[src/rtl/oam_dma_ctrl_pkg.sv]
// Shared NES bus definitions: bus widths, register addresses used for
// PPU/APU decode, and the sprite-DMA state encoding.
package oam_dma_ctrl_pkg;

  localparam int NES_ADDR_WIDTH = 16;
  localparam int NES_REG_WIDTH  = 8;

  localparam logic [15:0] NES_DMA_REG_ADDR  = 16'h4014;
  localparam logic [15:0] NES_OAM_DATA_ADDR = 16'h2004;

  typedef enum logic [2:0] {
    ST_IDLE  = 3'd0,
    ST_HALT  = 3'd1,
    ST_DUMMY = 3'd2,
    ST_ALIGN = 3'd3,
    ST_READ  = 3'd4,
    ST_WRITE = 3'd5
  } dma_state_t;

endpackage

[src/rtl/oam_dma_ctrl.sv]
// Sprite-DMA controller and CPU bus arbiter. A CPU write to the trigger
// register halts the CPU via rdy, then 256 bytes of page $XX00-$XXFF are
// copied to the OAM data port before the bus is handed back.
// Optional feature: define OAM_DMA_ALIGN_EN to insert one ALIGN cycle when
// the DMA would otherwise start its reads on the wrong cycle parity.
//
// state  | meaning
// -------+-------------------------------------------------------------
// IDLE   | bus passed through from CPU, waiting for trigger write
// HALT   | rdy low, CPU writes still pass through, wait for a CPU read
// DUMMY  | stalled CPU read repeats on the bus (one cycle)
// ALIGN  | idle bus cycle owned by DMA to fix read/write parity
// READ   | DMA reads {page, idx}
// WRITE  | DMA writes the fetched byte to the OAM data port
module oam_dma_ctrl
  import oam_dma_ctrl_pkg::*;
#(
  parameter int                    ADDR_WIDTH    = NES_ADDR_WIDTH,
  parameter int                    REG_WIDTH     = NES_REG_WIDTH,
  parameter logic [ADDR_WIDTH-1:0] DMA_REG_ADDR  = NES_DMA_REG_ADDR,
  parameter logic [ADDR_WIDTH-1:0] OAM_DATA_ADDR = NES_OAM_DATA_ADDR
) (
  input  logic                  phi0,
  input  logic                  reset_n,
  input  logic [ADDR_WIDTH-1:0] cpu_a,
  input  logic [REG_WIDTH-1:0]  cpu_d_out,
  input  logic                  cpu_r_w_n,
  input  logic [REG_WIDTH-1:0]  bus_d_in,
  output logic                  rdy,
  output logic [ADDR_WIDTH-1:0] bus_a,
  output logic [REG_WIDTH-1:0]  bus_d_out,
  output logic                  bus_r_w_n,
  output logic                  dma_busy
);

  dma_state_t           state;
  logic [REG_WIDTH-1:0] page;
  logic [7:0]           idx;
  logic [REG_WIDTH-1:0] data;
`ifdef OAM_DMA_ALIGN_EN
  // Free-running cycle parity; only the aligned build consumes it.
  logic                 parity;
`endif

  logic trig;
  assign trig = (cpu_a == DMA_REG_ADDR) && !cpu_r_w_n;

  // Sequencer: state, transfer registers and the registered rdy/dma_busy.
  always_ff @(posedge phi0) begin
    if (!reset_n) begin
      state    <= ST_IDLE;
      page     <= '0;
      idx      <= '0;
      data     <= '0;
      rdy      <= 1'b1;
      dma_busy <= 1'b0;
`ifdef OAM_DMA_ALIGN_EN
      parity   <= 1'b0;
`endif
    end else begin
`ifdef OAM_DMA_ALIGN_EN
      parity <= ~parity;
`endif
      case (state)
        ST_IDLE: begin
          if (trig) begin
            page     <= cpu_d_out;
            idx      <= '0;
            state    <= ST_HALT;
            rdy      <= 1'b0;
            dma_busy <= 1'b1;
          end
        end
        ST_HALT: begin
          if (cpu_r_w_n) state <= ST_DUMMY;
        end
        ST_DUMMY: begin
`ifdef OAM_DMA_ALIGN_EN
          state <= parity ? ST_ALIGN : ST_READ;
`else
          state <= ST_READ;
`endif
        end
        ST_ALIGN: state <= ST_READ;
        ST_READ: begin
          data  <= bus_d_in;
          state <= ST_WRITE;
        end
        ST_WRITE: begin
          if (idx == 8'hFF) begin
            state    <= ST_IDLE;
            rdy      <= 1'b1;
            dma_busy <= 1'b0;
          end else begin
            idx   <= idx + 8'd1;
            state <= ST_READ;
          end
        end
        default: begin
          state    <= ST_IDLE;
          rdy      <= 1'b1;
          dma_busy <= 1'b0;
        end
      endcase
    end
  end

  // Bus arbitration: CPU passes through except where the DMA owns the bus.
  always_comb begin
    bus_a     = cpu_a;
    bus_d_out = cpu_d_out;
    bus_r_w_n = cpu_r_w_n;
    case (state)
      ST_ALIGN: bus_r_w_n = 1'b1;
      ST_READ: begin
        bus_a     = ADDR_WIDTH'({page, idx});
        bus_r_w_n = 1'b1;
      end
      ST_WRITE: begin
        bus_a     = OAM_DATA_ADDR;
        bus_d_out = data;
        bus_r_w_n = 1'b0;
      end
      default: ;
    endcase
  end

endmodule

[config.mk]
export PLATFORM = sky130hd
export DESIGN_NAME = oam_dma_ctrl
export DESIGN_NICKNAME = d
export VERILOG_FILES = /design/src/rtl/oam_dma_ctrl_pkg.sv /design/src/rtl/oam_dma_ctrl.sv
export SDC_FILE = /design/constraint.sdc
export NUM_CORES = 1
export LEC_CHECK = 0
export CORE_MARGIN = 5
export CORE_UTILIZATION = 45
export DETAILED_ROUTE_END_ITERATION = 16
export PLACE_DENSITY_LB_ADDON = 0.2
export SLEW_MARGIN = 20
export SYNTH_ARGS = -nofsm -noshare
export SYNTH_HDL_FRONTEND = slang
export SYNTH_SLANG_ARGS = --single-unit
export TNS_END_PERCENT = 5
[constraint.sdc]
create_clock -name phi0 -period 1.6 [get_ports phi0]
set_input_delay 0.32 -clock phi0 [delete_from_list [all_inputs] [get_ports phi0]]
set_output_delay 0.32 -clock phi0 [all_outputs]
set_load 0.02 [all_outputs]
# After elaboration in Yosys (flattened, before gate mapping)
# Cells that the tools add are included.
# word_totals
word_cells	46
latchBits	0
ff_bits	29
input_bits	35
ramBits	0
out_inout_bits	27
romBits	0
memories	0
# classes
multipliers	0
n_shift	0
reduce_logical	11
mux	16
order_cmp	0
div_mod_pow	0
eq_ne	11
addsub	1
n_bitwise	1
# ops
op	n
one-hot mux 16 bit (2 select lines)	1
two-way mux 8 bit	3
== test 16 x 15 -> 1 bit, second input constant	1
one-hot mux 8 bit (2 select lines)	1
one-hot mux 3 bit (5 select lines)	1
two-way mux 3 bit	3
adder 8 x 1 -> 8 bit, second input constant	1
== test 8 bit, second input constant	1
inequality test 2 bit, second input constant	4
== test 3 x 2 -> 1 bit, second input constant	2
== test 3 bit, second input constant	2
one-hot mux 1 bit (3 select lines)	2
AND reduction 3 bit	2
two-way mux 1 bit	4
AND reduction 2 bit	2
OR reduction 2 bit	2
OR reduction 4 bit	1
== test 3 x 1 -> 1 bit, second input constant	1
logical NOT 3 bit	1
one-hot mux 1 bit (2 select lines)	1
nonzero test 2 bit	1
logical AND 1 bit	1
logical NOT 1 bit	1
NOT 1 bit	1

# Longest topological paths before layout
# depth
word_depth	4
depth_mapped	6

# Worst setup path before layout
# Ideal clock, no wire load.
# synth_timing
path_type	register to output
from	reg state[0]
to	out bus_r_w_n
t_arrival_ps	1436
n_path_buf	2
stages_incl_launch_ff	5
slack_ps	-156
path_cell_list	dfxtp_1 > clkbuf_1 > clkbuf_1 > a21oi_1 > o21ai_0
# synth_between
elab_chain_cells	3
word_cells_on_any_way	5
cone_classes	eq/ne (3); mux (1); reduce/logical (1)
# synth_lines
item	line	rtl
from (decl)	oam_dma_ctrl.sv:36	dma_state_t state;
from (signal assigned)	oam_dma_ctrl.sv:51	state <= ST_IDLE;
from (signal assigned)	oam_dma_ctrl.sv:69	state <= ST_HALT;
from (signal assigned)	oam_dma_ctrl.sv:75	if (cpu_r_w_n) state <= ST_DUMMY;
== test 3 bit / == test 3 x 2 -> 1 bit (equally long branches)	oam_dma_ctrl.sv:113	case (state)
OR reduction 2 bit (no line)	--	
one-hot mux 1 bit (2 select lines) (*)	oam_dma_ctrl.sv:113	
to (decl)	oam_dma_ctrl.sv:32	output logic bus_r_w_n,
# Every way passes the cells marked *; elsewhere a longest branch is shown, timed or not.

# Final worst setup path
# layout_timing
from	reg state[1]
to	out bus_d_out[6]
# layout_between
elab_chain_cells	2
# layout_lines
item	line	rtl
== test 3 bit	oam_dma_ctrl.sv:113	
two-way mux 8 bit	oam_dma_ctrl.sv:113	
to (decl)	oam_dma_ctrl.sv:31	output logic [REG_WIDTH-1:0] bus_d_out,
# Every way passes these cells.

==> metrics.cfg <==
[detailed_routing]
drt-wirelength-per-cell_um = 15.14
routed_wl_um = 5995
drcViolationCount = 0
ant_nets = 0
firstDrtPassIters = 4
vias = 2144
routed_via_density = 5.414
drt_iter0_drc = 131

[die]
dieWidth_um = 72.90
initial_utilization_pct = 47.56
io_pins = 62
rows = 22
dieArea_um2 = 5314
fp.dieH_um = 72.90
core_region_area_um2 = 3744

[yosys]
synth-xor-area-share_pct = 0
synthMuxAreaShare_pct = 2.389
ys_ff_latch = 29
synthesis.area_um2 = 1780
netlist-cell-type-count = 40
synth_nets = 282
yosys_warnings = 0
netlist_instances = 246
synthTopCellsByArea = dfxtp_1 (33%), nand2_1 (12%), o21ai_0 (8.7%)
synth_flop_cell = dfxtp_1
synth_compound_area_share_pct = 24.10
synth-async-reset-ratio_pct = 0
synth-simple-area-share_pct = 34.08
ys_seq_area_share_pct = 32.61
avgSynthCellArea_um2 = 7.238
synth_top_area_cell = dfxtp_1
synth_edf_count = 0
synth_adder_area_share_pct = 0.7027
synth_top_cell_area_share_pct = 32.61
synth_top_family_by_area = simple AND/OR/NAND/NOR gates

[timing]
rsz0062_at_grt = true
fin_setup_tns_ns = -0.6101
worstMarginPinSlew_ns = 0.3082
slew_headroom_pct = 79.38
setup_slack_ns = -0.08671
setup_violations = 15
fin_crit_sh_pct = 105.4
holdWs_ns = 0.4746
fmax_mhz = 592.9
layout_min_cycle_time_ns = 1.687
hold_viol = 0
finClkSkew_ns = 0.008682
drv_slew = 0

[layout]
fillers = 278
n_antenna_cell = 0
drive_gt1_share_pct = 36.21
fin_area_um2 = 2957
num-nets-final = 384
area_growth_pct = 66.06

[clock_tree]
htreeDepth = 2
cts_tree = done
cts_root_buffer = clkbuf_8
cts.clk_slew.worst_paths_ns = 0.06
cts_hold_buffers = 0
cts_buffers = 5
clkSinkCount = 29
cts.path.max_buffers = 2
clk_latency_ns = 0.28

[power]
peakVddDrop_mv = 0.5862
finalPower_w = 0.001641
pwr_density_cell_nw_per_um2 = 554.9
p_leak_nw = 1.179

[placed_design]
hpwl_um = 4284
numPortBuffers = 61
placed_area_um2 = 2745
pre_cts_ws_ns = -0.3716
routabilityCongestion = 0.9510

[critical_path]
cp-end-kind = output pin
startpoint_type = flop
criticalPathCategory = flop to output pin
crit_fanout = 8
reg2reg_slack_ns = 0.01
cp_data_required_time_ns = 1.28
cp.arrival_ns = 1.37

[grt]
grt_pass1_vias = 1959
grt_pass1_wl_um = 9328
overflow = 0
grt_max_degree = 32
track_usage_pct = 22.37
antenna_found_initial = 0

[outcome]
violations = setup timing
outcome = finished, violations left

[worst_hold_path]
hold_class = flop to flop

[job]
max_cap_viol_count = 0

## routing by layer
metal / global-route usage (%) / routed length, um / up-vias
met5: 0 / 0 / -
met3: 5.785 / 525 / 14
li1: - / - / 1058
met1: 29.88 / 2537 / 979
met4: 8.402 / 121 / 0
met2: 34.47 / 2812 / 93
## what timing repair did
| action | in CTS | in global routing |
|---|---|---|
| buffers inserted | 1 | 1 |
| endpoints found under the setup margin | 44 | 44 |
| gates resized for setup | 173 | 38 |
| gates cloned | 0 | 0 |
| pin swaps | 17 | 7 |
## state kept, by name, indices dropped and copies added, names as in the netlist
name      count
rdy           1
state         3
page          8
dma_busy      1
data          8
idx           8
## worst paths after layout
path	start	endpoint	cells past startpoint
setup / recovery	state[1]	bus_d_out[6]	6
hold / removal	data[3]	data[3]	2
setup reg to reg	state[1]	idx[1]	6
hold reg to reg	data[3]	data[3]	2
## per-stage QoR
stage | utilization (%) | cells
6_report | 78.98 | 396
2_1_floorplan | - | 246
3_5_place_dp | 73.33 | 387
3_3_place_gp | 73.33 | 387
5_1_grt | 78.98 | 396
4_1_cts | 76.10 | 395
## power breakdown
group           switching, W  internal [W]  leakage, nW
logic               0.000138      0.000170        0.899
clock network       0.000275      0.000341       0.0443
registers      0.00000000239      0.000717        0.236
## area by class of cell
cell class / count / area [um^2] / share of cell area, %
well taps: 48 / 60.06 / 2.031
clock buffers: 7 / 86.33 / 2.920
flip-flops and latches: 29 / 591.8 / 20.02
multi-input cells: 196 / 1190 / 40.25
inverters: 2 / 7.507 / 0.2539
repair buffers: 114 / 1021 / 34.53
## synthesized netlist by cell type (2+ instances only)
cell type,number
inv_1,2
and3_1,2
mux2_2,2
o22ai_1,3
nor2_1,8
dfxtp_1,29
nand4_1,10
a31oi_1,3
buf_6,2
o21ai_0,31
clkbuf_1,9
buf_4,2
nand2b_1,17
o21a_1,2
buf_2,6
mux2i_1,2
nor2b_1,2
a211oi_1,2
nand2_1,59
nor3_1,3
a21oi_1,21
o21ai_1,8
nand3_1,4
## placed cells by master (no fill, tap or decap), types with 6 or more instances in the layout
cell and count:
buf_6 18, o21ai_1 17, nor2_1 8, nand2b_1 16, o21ai_0 16, dfxtp_1 26
a21oi_1 21, buf_4 57, clkdlybuf4s50_1 30, nand2_2 17, nand4_1 10, nand2_1 41
o21ai_2 7, clkbuf_8 6
## kinds of logic (layout without fill, tap and decap cells)
kind of cell,Yosys count,after routing
AO/OA/AOI/OAI,75,75
adder cells (fa/ha/maj),1,1
buffers and inverters,21,123
flip-flops,29,29
multiplexers,4,4
AND/OR/NAND/NOR,116,116
## critical path, cell delays in order, from the launching register on
cell and delay [ns]:
dfxtp_4 0.35, buf_6 0.11, nand3b_1 0.18, buf_6 0.17
nand2_2 0.07, nand2_2 0.07, buf_6 0.13
(Power assumes the default switching activity.)
